**src/rtl/cache_arbiter.sv**
```systemverilog
// Arbitrates I-cache fills and D-cache fills/writebacks onto one memory port.
// Build option: CACHE_ARBITER_ROUND_ROBIN_EN selects round-robin on collisions.
module cache_arbiter #(
    parameter int ADDR_W = 32,
    parameter int LINE_W = 256
) (
    input  logic              clk,
    input  logic              rst,
    input  logic              i_read,
    input  logic [ADDR_W-1:0] i_addr,
    output logic [LINE_W-1:0] i_rdata,
    output logic              i_resp,
    input  logic              d_read,
    input  logic              d_write,
    input  logic [ADDR_W-1:0] d_addr,
    input  logic [LINE_W-1:0] d_wdata,
    output logic [LINE_W-1:0] d_rdata,
    output logic              d_resp,
    output logic              mem_read,
    output logic              mem_write,
    output logic [ADDR_W-1:0] mem_addr,
    output logic [LINE_W-1:0] mem_wdata,
    input  logic [LINE_W-1:0] mem_rdata,
    input  logic              mem_resp
);

    typedef enum logic [1:0] {
        IDLE    = 2'd0,
        SERVE_I = 2'd1,
        SERVE_D = 2'd2
    } state_e;

    state_e state_q, state_d;
    logic   d_req;
    logic   grant_d;

    assign d_req = d_read | d_write;

`ifdef CACHE_ARBITER_ROUND_ROBIN_EN
    // last_d_q set means the data cache held the most recent grant
    logic last_d_q, last_d_d;

    // On a collision, favour the side that did not win last time
    always_comb begin
        grant_d = d_req & (~i_read | ~last_d_q);
    end

    // Remember which side was granted when leaving IDLE
    always_comb begin
        last_d_d = last_d_q;
        if (state_q == IDLE) begin
            if (grant_d) begin
                last_d_d = 1'b1;
            end else if (i_read) begin
                last_d_d = 1'b0;
            end
        end
    end

    // Last-grant register, cleared to the instruction side
    always_ff @(posedge clk) begin
        if (!rst) begin
            last_d_q <= 1'b0;
        end else begin
            last_d_q <= last_d_d;
        end
    end
`else
    // Fixed priority: a pending data request always wins
    always_comb begin
        grant_d = d_req;
    end
`endif

    // State register
    always_ff @(posedge clk) begin
        if (!rst) begin
            state_q <= IDLE;
        end else begin
            state_q <= state_d;
        end
    end

    // Next-state: grant from IDLE, return to IDLE after each completion
    always_comb begin
        state_d = state_q;
        unique case (state_q)
            IDLE: begin
                if (grant_d) begin
                    state_d = SERVE_D;
                end else if (i_read) begin
                    state_d = SERVE_I;
                end
            end
            SERVE_I: begin
                if (mem_resp) begin
                    state_d = IDLE;
                end
            end
            SERVE_D: begin
                if (mem_resp) begin
                    state_d = IDLE;
                end
            end
            default: state_d = IDLE;
        endcase
    end

    // Outputs: route the served side, everything quiet in IDLE or reset
    always_comb begin
        mem_read  = 1'b0;
        mem_write = 1'b0;
        mem_addr  = '0;
        mem_wdata = '0;
        i_resp    = 1'b0;
        d_resp    = 1'b0;
        if (rst) begin
            unique case (state_q)
                SERVE_I: begin
                    mem_read = 1'b1;
                    mem_addr = i_addr;
                    i_resp   = mem_resp;
                end
                SERVE_D: begin
                    mem_read  = d_read & ~d_write;
                    mem_write = d_write;
                    mem_addr  = d_addr;
                    mem_wdata = d_wdata;
                    d_resp    = mem_resp;
                end
                default: begin
                    mem_read = 1'b0;
                end
            endcase
        end
    end

    assign i_rdata = mem_rdata;
    assign d_rdata = mem_rdata;

endmodule

```
**config.mk**
```make
export PLATFORM = sky130hd
export DESIGN_NAME = cache_arbiter
export DESIGN_NICKNAME = d
export VERILOG_FILES = /design/src/rtl/cache_arbiter.sv
export SDC_FILE = /design/constraint.sdc
export NUM_CORES = 1
export LEC_CHECK = 0
export CAP_MARGIN = 20
export CORE_AREA = 3 3 541 543
export CTS_CLUSTER_DIAMETER = 80
export DETAILED_ROUTE_END_ITERATION = 12
export DIE_AREA = 0 0 544 546
export MAX_ROUTING_LAYER = met4
export PLACE_DENSITY_LB_ADDON = 0.1
export SLEW_MARGIN = 20
export SYNTH_ARGS = -nofsm -noshare
export SYNTH_HDL_FRONTEND = slang
export SYNTH_SLANG_ARGS = --single-unit
```
**constraint.sdc**
```tcl
create_clock -name clk -period 2 [get_ports clk]
set_input_delay 0.4 -clock clk [delete_from_list [all_inputs] [get_ports clk]]
set_output_delay 0.4 -clock clk [all_outputs]
set_load 0.02 [all_outputs]
```
==> summary.md, run 1 <==
| Metric | Value |
|---|---|
| Status | complete, but fails checks |
| Failing checks | setup timing |
| Setup CP Type | reg2out |
| Share of layout cells above drive strength 1 | 66.7% |
| Setup-failing EPs final | 271 |
| P_leak | 0.00583 µW |
| Critical Path RT | 1.60 ns |
| Worst hold path endpoint | state_q[1] |
| Max Cap Violations | 0 |
| Overflow after GRT | 0 |
| Worst R2R Start | state_q[0] |
| Root Buffer | clkbuf_16 |
| Seq/Total Area, Yosys | 0.619% |
| Top Registers | state_q x2 |
| CTS Buf Count | 3 |
| Clock Tree Buf Depth | 2 |
| Synth Register Bits | 2 |
| Top reg by flops | state_q |
| Rows | 197 |
| Routed vias | 7443 |
| Post-synth ARST share | 0% |
| CTS tree | done |
| Slowest stage cell, crit path | a22oi_2 |
| DR DRC count | 0 |
| Fin crit period | 2.30 ns |
| Layout Cells excl Fill | 4909 |
| Cells after Synth | 925 |
| Final hold violation count | 0 |
| Initial drt markers | 251 |
| Routed Antenna Nets | 0 |
| # IOs | 1386 |
| Cell family with most CP delay | buffers and inverters |
| Synth Area in Simple Gates | 27.5% |
| Clock Skew | 0.000942 ns |
| Placed cells | 4860 |
| Final core occ | 6.37% |
| Placed wire-length estimate | 118000 µm |
| TritonRoute pass-1 iters | 4 |
| Final WS setup | -0.295 ns |
| Syn nets | 1511 |
| Synthesis-to-finish area growth | 184% |
| Worst Path Buf+Inv | 4 |
| Peak supply drop | 0.213 mV |
| Hold Crit Class | reg2reg |
| Initial antenna violation count | 35 |
| Worst Hold Launch | state_q[1] |
| DIE HEIGHT | 546 µm |
| Synth Area in XOR/XNOR | 0% |
| CP Max Fanout | 7 |
| Reg2Reg Depth | 6 |
| Number of vias per cell | 1.52 |
| Max stage delay on crit path | 0.45 ns |
| Post-Syn Area per Cell | 6.99 µm² |
| Startpoint Class | flop |
| Cell area after synthesis | 0.00647 mm² |
| Largest family of logic cells by synthesized area | buffers and inverters |
| Port Buf Inserts | 617 |
| Gpl congestion | 0.840 |
| Worst-Skew Late Latency | 0.23 ns |
| Wire per inst | 26.9 µm |
| Worst Setup End Kind | primary output |
| Worst path cell trace | inv_4, ha_4, buf_12, buf_12, a22oi_2, nor2_4, buf_12 |
| Tcrit/Tclk final | 115% |
| Synthesized-area fraction occupied by adder cells | 0.774% |
| # nets final | 1713 |
| Initial core utilization | 2.24% |
| Pins Over Slew Limit | 0 |
| Area of the core | 0.288 mm² |
| Largest net degree at the start of global routing | 59 |
| Max Freq | 0.436 GHz |
| RR Endpoint | state_q[0] |
| Yosys warns | 0 |
| Synth Area in Compound Gates | 4.29% |
| Worst Hold Path Cells | 3 |
| Vias in the first global route | 7970 |
| Worst-margin pin slew | 0.548 ns |
| Critical Path AT | 1.90 ns |
| Post-synth EDFFs | 0 |
| Top FF cell, synth | dfxtp_1 |
| Worst slew margin | 63.5% |
| Die W | 544 µm |
| Mux cell area share after synthesis | 0% |
| Clk pin slew, worst setup/hold paths | 0.03 ns |
| Clock sinks | 2 |
| RSZ-0062 raised after global routing | true |
| WL final | 132000 µm |
| Global-route wire length before repair | 150000 µm |
| Reg2Reg Setup Slack | 0.53 ns |
| H-tree Lvls | 1 |
| Max reg flops | 2 |
| Power per Cell Area | 398 mW/mm² |
| Synth unique cells | 20 |
| Die area | 0.297 mm² |
| Total track usage | 8.67% |
| CP most frequent cell | buf_12 |
## worst max path at each step
stage / start / cells after the start / slack, ns / endpoint
3_5_place_dp: state_q[0] / 7 / -0.49 / mem_addr[0]
4_1_cts: state_q[0] / 9 / -0.33 / mem_addr[27]
3_3_place_gp: state_q[0] / 7 / -0.49 / mem_addr[0]
2_1_floorplan: state_q[1] / 5 / 0.36 / mem_addr[10]
6_report: state_q[0] / 7 / -0.30 / mem_addr[0]
5_1_grt: state_q[0] / 9 / -0.32 / mem_addr[27]
## cell usage in the layout (no fill, tap or decap), drive strengths merged
| cell type | instances |
|---|---|
| nand2 | 3 |
| o32ai | 1 |
| o21ai | 1 |
| a21oi | 2 |
| and3 | 259 |
| a22oi | 32 |
| clkbuf | 13 |
| nor2 | 34 |
| a31oi | 1 |
| inv | 4 |
| clkdlybuf4s50 | 324 |
| diode | 3 |
| and3b | 1 |
| dfxtp | 2 |
| buf | 443 |
| ha | 4 |
| nor2b | 1 |
## worst reg2reg max path: stages (launching register included)
cell     delay [ns]
dfxtp_4        0.35
inv_4          0.04
buf_4          0.13
ha_4           0.27
nor2b_1        0.27
o21ai_0        0.11
and3b_1        0.17
## cells by family after synthesis
kind of cell             after synthesis
AND/OR/NAND/NOR                      298
flip-flops                             2
AO/OA/AOI/OAI                         37
buffers and inverters                584
adder cells (fa/ha/maj)                4
## power breakdown
group / switching (µW) / internal [µW] / total, µW
Sequential: 10.4 / 49.3 / 59.8
Clock: 46.0 / 254 / 300
Combinational: 3190 / 3750 / 6940
## routing by layer
metal  global-route usage, %  wire length (µm)  part of all wire, %  up-vias
met4                    4.71              8590                  6.5        0
met2                    13.3             58400                   44      838
li1                        -                 -                    -     2953
met3                    8.21             29300                   22      430
met5                       -                 0                    0        -
met1                    6.71             35900                   27     3222
## synth_stat cells, types with 2 or more instances
| cell | count | share of area, % |
|---|---|---|
| buf_4 | 517 | 60 |
| a22oi_1 | 32 | 3.7 |
| dfxtp_1 | 2 | 0.62 |
| buf_2 | 17 | 1.3 |
| buf_6 | 19 | 3.3 |
| and3_1 | 259 | 25 |
| nor2_1 | 34 | 2.0 |
| inv_1 | 4 | 0.23 |
| a21oi_1 | 2 | 0.15 |
| clkbuf_2 | 3 | 0.23 |
| nand2_1 | 2 | 0.12 |
| buf_8 | 2 | 0.46 |
| ha_1 | 4 | 0.77 |
| clkbuf_1 | 22 | 1.3 |
## through the flow
stage	hold slack (ns)	cell area [µm²]	power (µW)	setup WS, ns	setup TNS, ns
detailed placement	0.670	15400	4900	-0.485	-66.42
CTS	0.666	17200	6810	-0.325	-44.27
global route	0.690	18300	7690	-0.322	-49.59
finish	0.666	18300	7300	-0.295	-35.10
global placement	0.685	15400	4950	-0.494	-74.86
floorplan	0.497	6470	3010	0.362	0
## cell type report
type | instances | area (µm²)
fill | 33700 | 270000
timing repair buffer | 777 | 9820
tap | 3781 | 4730
multi-input combinational | 339 | 3650
clock buffer | 3 | 75.1
sequential | 2 | 47.5
inverter | 4 | 20.0
antenna | 3 | 7.51
## repair_timing
action | CTS | global route
pin swaps | 22 | 37
hold buffers | 0 | 0
resized for setup | 947 | 364
cloned | 15 | 12
setup endpoints to repair | 284 | 291
buffers inserted | 42 | 17
No activity file was read; power rests on OpenSTA's default activity.
==> inputs of run 2 (changes only) <==
--- a/config.mk
+++ b/config.mk
@@ -5,7 +5,7 @@
 export SDC_FILE = /design/constraint.sdc
 export NUM_CORES = 1
 export LEC_CHECK = 0
-export CAP_MARGIN = 20
+export CAP_MARGIN = 5
 export CORE_AREA = 3 3 541 543
 export CTS_CLUSTER_DIAMETER = 80
 export DETAILED_ROUTE_END_ITERATION = 12
==> results of run 2 <==
The final DEF is identical to that of run 1; final timing and power are the same.
